$ cat src/rtl/ts_packet_scheduler_pkg.sv
// ts_packet_scheduler_pkg: shared TS constants, source/state encoding and null packet header bytes
package ts_packet_scheduler_pkg;
  localparam logic [7:0] TS_SYNC = 8'h47;
  localparam int TS_PKT_LEN = 188;
  localparam logic [12:0] NULL_PID_DEF = 13'h1FFF;
  localparam logic [7:0] NULL_TSC_AFC = 8'h10;
  localparam logic [7:0] NULL_FILL = 8'hFF;
  typedef enum logic [1:0] {S_IDLE, S_TABLE, S_STREAM, S_NULL} src_t;
endpackage

$ cat src/rtl/ts_packet_scheduler_if.sv
// ts_packet_scheduler_if: source handshakes and TS output bus around the scheduler
interface ts_packet_scheduler_if;
  logic BYTE_EN, TABLE_READY, TABLE_SENT, STREAM_PKT_RDY, STREAM_RD, TS_VALID, TS_SOP, SYNC_ERR;
  logic [7:0] TABLE_DATA, PAYLOAD_CNT, STREAM_DATA, TS_DATA;
  logic [15:0] NULL_CNT;
  modport master (
    input BYTE_EN, TABLE_READY, TABLE_DATA, STREAM_PKT_RDY, STREAM_DATA,
    output PAYLOAD_CNT, TABLE_SENT, STREAM_RD, TS_DATA, TS_VALID, TS_SOP, SYNC_ERR, NULL_CNT
  );
  modport slave (
    output BYTE_EN, TABLE_READY, TABLE_DATA, STREAM_PKT_RDY, STREAM_DATA,
    input PAYLOAD_CNT, TABLE_SENT, STREAM_RD, TS_DATA, TS_VALID, TS_SOP, SYNC_ERR, NULL_CNT
  );
endinterface

$ cat src/rtl/ts_packet_scheduler_null_gen.sv
// ts_null_gen: maps a packet byte index to the corresponding null packet byte
module ts_null_gen
  import ts_packet_scheduler_pkg::*;
#(
  parameter logic [12:0] NULL_PID = NULL_PID_DEF
) (
  input  logic [7:0] idx,
  output logic [7:0] data
);
  always_comb
    data = idx == 8'd0 ? TS_SYNC :
           idx == 8'd1 ? {3'b000, NULL_PID[12:8]} :
           idx == 8'd2 ? NULL_PID[7:0] :
           idx == 8'd3 ? NULL_TSC_AFC : NULL_FILL;
endmodule

$ cat src/rtl/ts_packet_scheduler.sv
// ts_packet_scheduler: byte-paced TS scheduler choosing table, stream or null source at each packet boundary
module ts_packet_scheduler
  import ts_packet_scheduler_pkg::*;
#(
  parameter int PKT_LEN = TS_PKT_LEN,
  parameter int TABLE_MAX_RUN = 2,
  parameter logic [12:0] NULL_PID = NULL_PID_DEF
) (
  input logic CLK,
  input logic RST,
  ts_packet_scheduler_if.master bus
);
  localparam logic [7:0] LAST = 8'(PKT_LEN - 1);
  localparam logic [7:0] RUN_MAX = 8'(TABLE_MAX_RUN);
  src_t state, state_d, cur, dec, p_src;
  logic [7:0] cnt_d, run, run_d, p_idx, null_byte;
  logic p_val;
  ts_null_gen #(.NULL_PID(NULL_PID)) u_null (.idx(p_idx), .data(null_byte));
  always_comb
    dec = bus.TABLE_READY && (run < RUN_MAX || !bus.STREAM_PKT_RDY) ? S_TABLE :
          bus.STREAM_PKT_RDY ? S_STREAM :
          bus.TABLE_READY ? S_TABLE : S_NULL;
  // IDLE doubles as decision-pending: the strobe that leaves it also requests byte 0
  always_comb begin
    cur = state == S_IDLE ? dec : state;
    state_d = state;
    cnt_d = bus.PAYLOAD_CNT;
    run_d = run;
    if (bus.BYTE_EN) begin
      state_d = bus.PAYLOAD_CNT == LAST ? S_IDLE : cur;
      cnt_d = bus.PAYLOAD_CNT == LAST ? 8'd0 : bus.PAYLOAD_CNT + 8'd1;
      if (state == S_IDLE)
        run_d = dec != S_TABLE ? 8'd0 : run >= RUN_MAX ? run : run + 8'd1;
    end
    bus.STREAM_RD = bus.BYTE_EN && cur == S_STREAM;
    bus.TABLE_SENT = bus.BYTE_EN && cur == S_TABLE && bus.PAYLOAD_CNT == LAST;
  end
  always_ff @(posedge CLK or posedge RST)
    if (RST) begin
      state <= S_IDLE;
      bus.PAYLOAD_CNT <= '0;
      run <= '0;
    end else begin
      state <= state_d;
      bus.PAYLOAD_CNT <= cnt_d;
      run <= run_d;
    end
  // source tag travels with each request so a boundary switch never mixes packets
  always_ff @(posedge CLK or posedge RST)
    if (RST) begin
      p_val <= 1'b0;
      p_src <= S_IDLE;
      p_idx <= '0;
      bus.TS_DATA <= '0;
      bus.TS_VALID <= 1'b0;
      bus.TS_SOP <= 1'b0;
      bus.SYNC_ERR <= 1'b0;
      bus.NULL_CNT <= '0;
    end else begin
      p_val <= bus.BYTE_EN;
      p_src <= cur;
      p_idx <= bus.PAYLOAD_CNT;
      bus.TS_VALID <= p_val;
      bus.TS_SOP <= p_val && p_idx == 8'd0;
      if (p_val)
        bus.TS_DATA <= p_src == S_TABLE ? bus.TABLE_DATA : p_src == S_STREAM ? bus.STREAM_DATA : null_byte;
      if (p_val && p_idx == 8'd0 && p_src == S_STREAM && bus.STREAM_DATA != TS_SYNC)
        bus.SYNC_ERR <= 1'b1;
      if (p_val && p_idx == 8'd0 && p_src == S_NULL)
        bus.NULL_CNT <= bus.NULL_CNT + 16'd1;
    end
endmodule

$ cat src/flat_wrapper.sv
// flat-port wrapper written by rule: the top's interface ports become plain ports
module ts_packet_scheduler_flat import ts_packet_scheduler_pkg::*;
#(
  parameter int PKT_LEN = TS_PKT_LEN,
  parameter int TABLE_MAX_RUN = 2,
  parameter logic [12:0] NULL_PID = NULL_PID_DEF
)
  (CLK, RST, bus_BYTE_EN, bus_TABLE_READY, bus_TABLE_DATA, bus_STREAM_PKT_RDY, bus_STREAM_DATA, bus_PAYLOAD_CNT, bus_TABLE_SENT, bus_STREAM_RD, bus_TS_DATA, bus_TS_VALID, bus_TS_SOP, bus_SYNC_ERR, bus_NULL_CNT);
  ts_packet_scheduler_if bus_i ();
  input logic CLK;
  input logic RST;
  input wire logic [$bits(bus_i.BYTE_EN)-1:0] bus_BYTE_EN;
  input wire logic [$bits(bus_i.TABLE_READY)-1:0] bus_TABLE_READY;
  input wire logic [$bits(bus_i.TABLE_DATA)-1:0] bus_TABLE_DATA;
  input wire logic [$bits(bus_i.STREAM_PKT_RDY)-1:0] bus_STREAM_PKT_RDY;
  input wire logic [$bits(bus_i.STREAM_DATA)-1:0] bus_STREAM_DATA;
  output wire logic [$bits(bus_i.PAYLOAD_CNT)-1:0] bus_PAYLOAD_CNT;
  output wire logic [$bits(bus_i.TABLE_SENT)-1:0] bus_TABLE_SENT;
  output wire logic [$bits(bus_i.STREAM_RD)-1:0] bus_STREAM_RD;
  output wire logic [$bits(bus_i.TS_DATA)-1:0] bus_TS_DATA;
  output wire logic [$bits(bus_i.TS_VALID)-1:0] bus_TS_VALID;
  output wire logic [$bits(bus_i.TS_SOP)-1:0] bus_TS_SOP;
  output wire logic [$bits(bus_i.SYNC_ERR)-1:0] bus_SYNC_ERR;
  output wire logic [$bits(bus_i.NULL_CNT)-1:0] bus_NULL_CNT;
  assign bus_i.BYTE_EN = bus_BYTE_EN;
  assign bus_i.TABLE_READY = bus_TABLE_READY;
  assign bus_i.TABLE_DATA = bus_TABLE_DATA;
  assign bus_i.STREAM_PKT_RDY = bus_STREAM_PKT_RDY;
  assign bus_i.STREAM_DATA = bus_STREAM_DATA;
  assign bus_PAYLOAD_CNT = bus_i.PAYLOAD_CNT;
  assign bus_TABLE_SENT = bus_i.TABLE_SENT;
  assign bus_STREAM_RD = bus_i.STREAM_RD;
  assign bus_TS_DATA = bus_i.TS_DATA;
  assign bus_TS_VALID = bus_i.TS_VALID;
  assign bus_TS_SOP = bus_i.TS_SOP;
  assign bus_SYNC_ERR = bus_i.SYNC_ERR;
  assign bus_NULL_CNT = bus_i.NULL_CNT;
  ts_packet_scheduler #(.PKT_LEN(PKT_LEN), .TABLE_MAX_RUN(TABLE_MAX_RUN), .NULL_PID(NULL_PID)) u_core (.CLK(CLK), .RST(RST), .bus(bus_i));
endmodule
$ cat config.mk
export PLATFORM = sky130hd
export DESIGN_NAME = ts_packet_scheduler_flat
export DESIGN_NICKNAME = d
export VERILOG_FILES = /design/src/rtl/ts_packet_scheduler_pkg.sv /design/src/rtl/ts_packet_scheduler_if.sv /design/src/rtl/ts_packet_scheduler_null_gen.sv /design/src/rtl/ts_packet_scheduler.sv /design/src/flat_wrapper.sv
export SDC_FILE = /design/constraint.sdc
export NUM_CORES = 1
export LEC_CHECK = 0
export BUFFER_PORTS_ARGS = -buffer_cell sky130_fd_sc_hd__clkbuf_2
export CORE_MARGIN = 5
export CORE_UTILIZATION = 30
export CTS_BUF_LIST = sky130_fd_sc_hd__clkbuf_4 sky130_fd_sc_hd__clkbuf_8
export DETAILED_ROUTE_END_ITERATION = 8
export GPL_TIMING_DRIVEN = 0
export PLACE_DENSITY = 0.53
export SYNTH_ARGS = -nofsm -noshare
export SYNTH_HDL_FRONTEND = slang
export SYNTH_SLANG_ARGS = --single-unit
$ cat constraint.sdc
create_clock -name CLK -period 1.9 [get_ports CLK]
set_input_delay 0 -clock CLK [delete_from_list [all_inputs] [get_ports CLK]]
set_output_delay 0 -clock CLK [all_outputs]
set_load 0.03 [all_outputs]
; After elaboration in Yosys (flattened, before gate mapping)
; Index checks and enable logic that the tools add are counted.
[op_classes]
n_mux = 14
n_eq_ne = 12
addsub = 3
n_reduce_logical = 13
order_cmp = 2
[op_table]
columns = op, n
row1 = 8-bit two-way mux, 9
row2 = "16-bit by 1-bit adder with 16-bit output, second input constant", 1
row3 = "8-bit by 1-bit adder with 8-bit output, second input constant", 2
row4 = "8-bit by 2-bit equality test with 1-bit output, second input constant", 2
row5 = 2-bit two-way mux, 5
row6 = "8-bit by 1-bit equality test with 1-bit output, second input constant", 1
row7 = "8-bit equality test, second input constant", 1
row8 = "8-bit by 2-bit greater-or-equal comparator with 1-bit output, second input constant", 1
row9 = 1-bit logical AND, 8
row10 = 8-bit logical NOT, 1
row11 = "8-bit by 2-bit less-than comparator with 1-bit output, second input constant", 1
row12 = "8-bit by 7-bit inequality test with 1-bit output, second input constant", 1
row13 = "2-bit equality test, second input constant", 3
row14 = "2-bit by 1-bit equality test with 1-bit output, second input constant", 2
row15 = "2-bit by 1-bit inequality test with 1-bit output, second input constant", 2
row16 = 3-bit AND reduction, 1
row17 = 2-bit logical NOT, 1
row18 = 1-bit logical NOT, 1
row19 = 1-bit logical OR, 1
[word_totals]
out_inout_bits = 37
register_bits = 56
wordCells = 55

; Longest topological paths before layout
[logic_depth]
ltp_word = 8
ltp_mapped = 5
depth_no_buf = 5

; Cells and area by module
; A second synthesis with hierarchy kept.
[unflattened]
hier_cells = 242
area_unflattened_um2 = 2713.9
[modules_own_cells]
columns = mod, area_per_inst_um2, n_inst, cells_each
row1 = ts_packet_scheduler, 2622.5, 1, 229
row2 = ts_null_gen, 91.3, 1, 13

; Worst setup path before layout
; No wires, ideal clock.
[synth_path]
kind = register to output
from = register u_core.run[4]
to = output bus_TABLE_SENT
path_stages_with_launch = 5
t_arrival_ps = 2092
slack_ps = -192
cell_sequence = dfrtp_1 -> or4_4 -> o21ai_2 -> a21oi_1 -> nor4_1
[synth_via]
elab_chain_cells = 8
[synth_rtl]
columns = item, line_no
row1 = start: declaration, ts_packet_scheduler.sv:16  ; logic [7:0] cnt_d, run, run_d, p_idx, null_byte;
row2 = start signal: assignment, ts_packet_scheduler.sv:46  ; run <= run_d;
row3 = 8-bit by 2-bit less-than comparator with 1-bit output, ts_packet_scheduler.sv:20  ; dec = bus.TABLE_READY && (run < RUN_MAX || !bus.STREAM_PKT_RDY) ? S_TABLE :
row4 = 1-bit logical OR, ts_packet_scheduler.sv:20
row5 = 1-bit logical AND, ts_packet_scheduler.sv:20
row6 = 2-bit two-way mux, ts_packet_scheduler.sv:20
row7 = 2-bit two-way mux, ts_packet_scheduler.sv:25  ; cur = state == S_IDLE ? dec : state;
row8 = 2-bit by 1-bit equality test with 1-bit output, ts_packet_scheduler.sv:36  ; bus.TABLE_SENT = bus.BYTE_EN && cur == S_TABLE && bus.PAYLOAD_CNT == LAST;
row9 = 1-bit logical AND (2 in series), ts_packet_scheduler.sv:36
row10 = end: declaration, flat_wrapper.sv:18  ; output wire logic [$bits(bus_i.TABLE_SENT)-1:0] bus_TABLE_SENT;
; No other way between the ends.

; Final worst setup path
[layout_path]
from = register u_core.run[2]
to = output bus_TABLE_SENT
; The elaborated chain is that of the path after synthesis.

==> impl_metrics.csv <==
group,metric,value,unit
clock_network,cts_buffers,5,
clock_network,clkTransAtPathRegs,110,ps
synthesis,synth_top_area_cell,"dfrtp_1",
timing,skew,4.97,ps
final_layout,final_common_cell,"dfrtp_1",
critical_path,slowest_delay,580,ps
final_layout,multi_input_area,1160,sq um
synthesis,async_flop_share,100,%
grt,track_usage,11.4,%
floorplanning,chipHeight,103,um
synthesis,ys.flop_type,"dfrtp_1",
final_layout,area_delta_synth_final,25.6,%
timing,slew_headroom,55.7,%
final_layout,most-common-layout-cells,"dfrtp_1, clkbuf_2, nor2_1",
detailed_routing,routed_wl,5760,um
pwr,ir_drop,0.407,mV
clock_network,cts_tree,"done",
timing,setup_ws,-7.03,ps
critical_path,worstSetupEndpointType,"primary output",
floorplanning,ioPinCount,58,
synthesis,synth_edf_count,0,
timing,rsz0062_at_grt,"true",
clock_network,clock_latency,310,ps
grt,grt_pass1_vias,1937,
place,port_buffers,57,
detailed_routing,drt-initial-drc-count,45,
place,hpwl,4300,um
grt,antenna_found_initial,0,
pwr,p_leak,1.55,nW
critical_path,path_class,"register to primary output",
run,maxCapViolCount,0,
floorplanning,dieArea,10600,sq um
timing,tightestPinTransition,663,ps
place,post_dp_cell_area,3020,sq um
synthesis,synth.avg_cell_area,11.0,sq um
min_path,hold_class,"input pin to register",
critical_path,slowest_stage,"or4_4",
timing,tns,-7.03,ps
timing,max_freq,524,MHz
detailed_routing,num_vias,1991,
timing,period_needed,1910,ps
critical_path,path_delay_family,"simple AND/OR/NAND/NOR gates",
detailed_routing,postRouteAntennaNets,0,
final_layout,nFillCells,834,
final_layout,drive_above_1_share,30.0,%
timing,maxSlewViolCount,0,
final_layout,design_area,3240,sq um
final_layout,regArea,1400,sq um
clock_network,htree_levels,2,
grt,grt_pass1_wl,9600,um
critical_path,cp.arrival,1910,ps
critical_path,critical_path.cell_chain,"or4_4, o21ai_4, a21oi_2, nor4_2, buf_4",
synthesis,synthesis.area,2580,sq um
timing,finalSetupViolCount,1,
critical_path,start_kind,"register",
floorplanning,coreArea,8300,sq um
grt,grt_max_degree,31,
timing,hold_viol,0,
clock_network,clock_sinks,56,
floorplanning,die_x,103,um
detailed_routing,vias_per_cell,4.80,
floorplanning,num_rows,33,
critical_path,worstPathBufferInverterCount,1,
place,globalplace.congestion,0.775,
synthesis,synthesis.nets,260,
synthesis,synthDistinctLibCells,46,
clock_network,cts_root_buffer,"clkbuf_8",
synthesis,synth_area_leaders,"dfrtp_1, xnor2_1, nor2_1",
floorplanning,start_util,31.1,%
critical_path,critPathRequiredTime,1900,ps
timing,fin_crit_sh,100,%
detailed_routing,routedWlPerCell,13.9,um
synthesis,yosysSeqAreaShare,54.3,%
synthesis,syn_inst,235,
critical_path,path_max_fanout,3,
detailed_routing,firstDrtPassIters,4,
synthesis,synth-seq-cells,56,
final_layout,layout.nets,334,
grt,overflow,0,
status,violations,"setup timing",
detailed_routing,drcViolationCount,0,
pwr,p_per_area,842,nW/um^2
synthesis,synth_top_area_share,54.3,%
final_layout,antenna_cells,0,
clock_network,ctsLongestPathBuffers,2,
status,outcome,"finished with violations",
synthesis,synth_warnings,0,
==> cell families (layout without fill, tap and decap cells) <==
group	count (synthesis)	count (layout)	share of synthesized area (%)
adders and majority gates	4	4	1.94
buffers and inverters	12	87	2.18
and+or+nand+nor	101	101	23.2
muxes	5	5	2.13
DFF	56	56	54.3
AOI/OAI and AO/OA	37	37	9.46
xor gates and xnor gates	20	20	6.79
==> routing by layer <==
layer	global-route usage, %	routed length [um]
met1	15.8	2730
met2	18.1	2600
met3	2.91	382
met4	2.69	48
met5	0	0
==> synthesized netlist by cell type (all sizes together), types with 2 or more instances <==
cell / number
o22ai: 2
a22o: 2
and3: 3
nor3b: 2
o22a: 2
nand4: 14
dfrtp: 56
nand3: 9
inv: 7
or3: 2
a31oi: 5
o21ai: 7
a21oi: 9
nand2: 13
or2: 2
nor2: 23
nor4: 2
nor2b: 8
a21o: 2
o221ai: 3
clkbuf: 2
o31ai: 2
ha: 4
and2: 2
and4: 4
xor2: 7
nand2b: 10
buf: 3
nor3: 4
xnor2: 13
mux2i: 4
==> cell type report <==
cell class,count,share of cell area (%)
clock buffers,5,2.12
repair buffers,67,12.1
flip-flops and latches,56,43.3
inverters,7,0.811
clock inverters,3,0.850
multi-input cells,167,35.9
well taps,105,4.06
plain buffers,5,0.927
==> state kept, by name, summed over array words and instances, names as in the netlist <==
register	flops
u_core.run	8
u_core.p_src	2
u_core.state	2
u_core.bus.PAYLOAD_CNT	8
u_core.bus.TS_SOP	1
u_core.bus.NULL_CNT	16
u_core.bus.TS_DATA	8
u_core.bus.SYNC_ERR	1
u_core.p_idx	8
u_core.p_val	1
u_core.bus.TS_VALID	1
==> power by group <==
part	switching (W)	internal, W	leakage (nW)
registers	0.000147	0.00131	0.720
clock network	0.000424	0.000272	0.0463
logic	0.000366	0.000210	0.781
==> tightest hold or removal path, delay by kind of cell <==
family / cells / cell delay [ps]
AOI/OAI and AO/OA: 2 / 220
buffers and inverters: 1 / 80
==> what timing repair did <==
item | 4_1_cts | 5_1_grt
hold buffers | 2 | 0
pin swaps | 4 | 3
endpoints found under the setup margin | 2 | 4
buffers inserted | 4 | 3
resized for setup | 9 | 3
endpoints found under the hold margin | 30 | 0
==> path summary, 6_finish.rpt <==
check / startpoint / end / slack, ps / depth (start not counted)
max in group asynchronous: RST / u_core.bus.TS_DATA[1]$_DFFE_PP0P_ / 1030 / 4
min in group asynchronous: RST / u_core.bus.PAYLOAD_CNT[1]$_DFFE_PP0P_ / 310 / 3
setup / recovery: u_core.run[2]$_DFFE_PP0P_ / bus_TABLE_SENT / -7 / 5
setup reg to reg: u_core.run[2]$_DFFE_PP0P_ / u_core.run[0]$_DFFE_PP0P_ / 40 / 5
hold / removal: bus_TABLE_DATA[2] / u_core.bus.TS_DATA[2]$_DFFE_PP0P_ / 20 / 3
hold reg to reg: u_core.bus.NULL_CNT[15]$_DFFE_PP0P_ / u_core.bus.NULL_CNT[15]$_DFFE_PP0P_ / 470 / 1
==> stage by stage <==
stage                     instances  util [%]  setup slack [ps]  hold slack (ps)  total power, W
after floorplan                 235         -               154             31.4         0.00184
after global placement          397      36.2              -255              164         0.00203
after detailed placement        398      36.4               144              134         0.00203
after CTS                       412      38.7             -37.2             9.78         0.00275
after global routing            415      39.0             -89.4             5.73         0.00290
final                           415      39.0             -7.03             18.9         0.00273
Power figures use the tool's default switching activity.
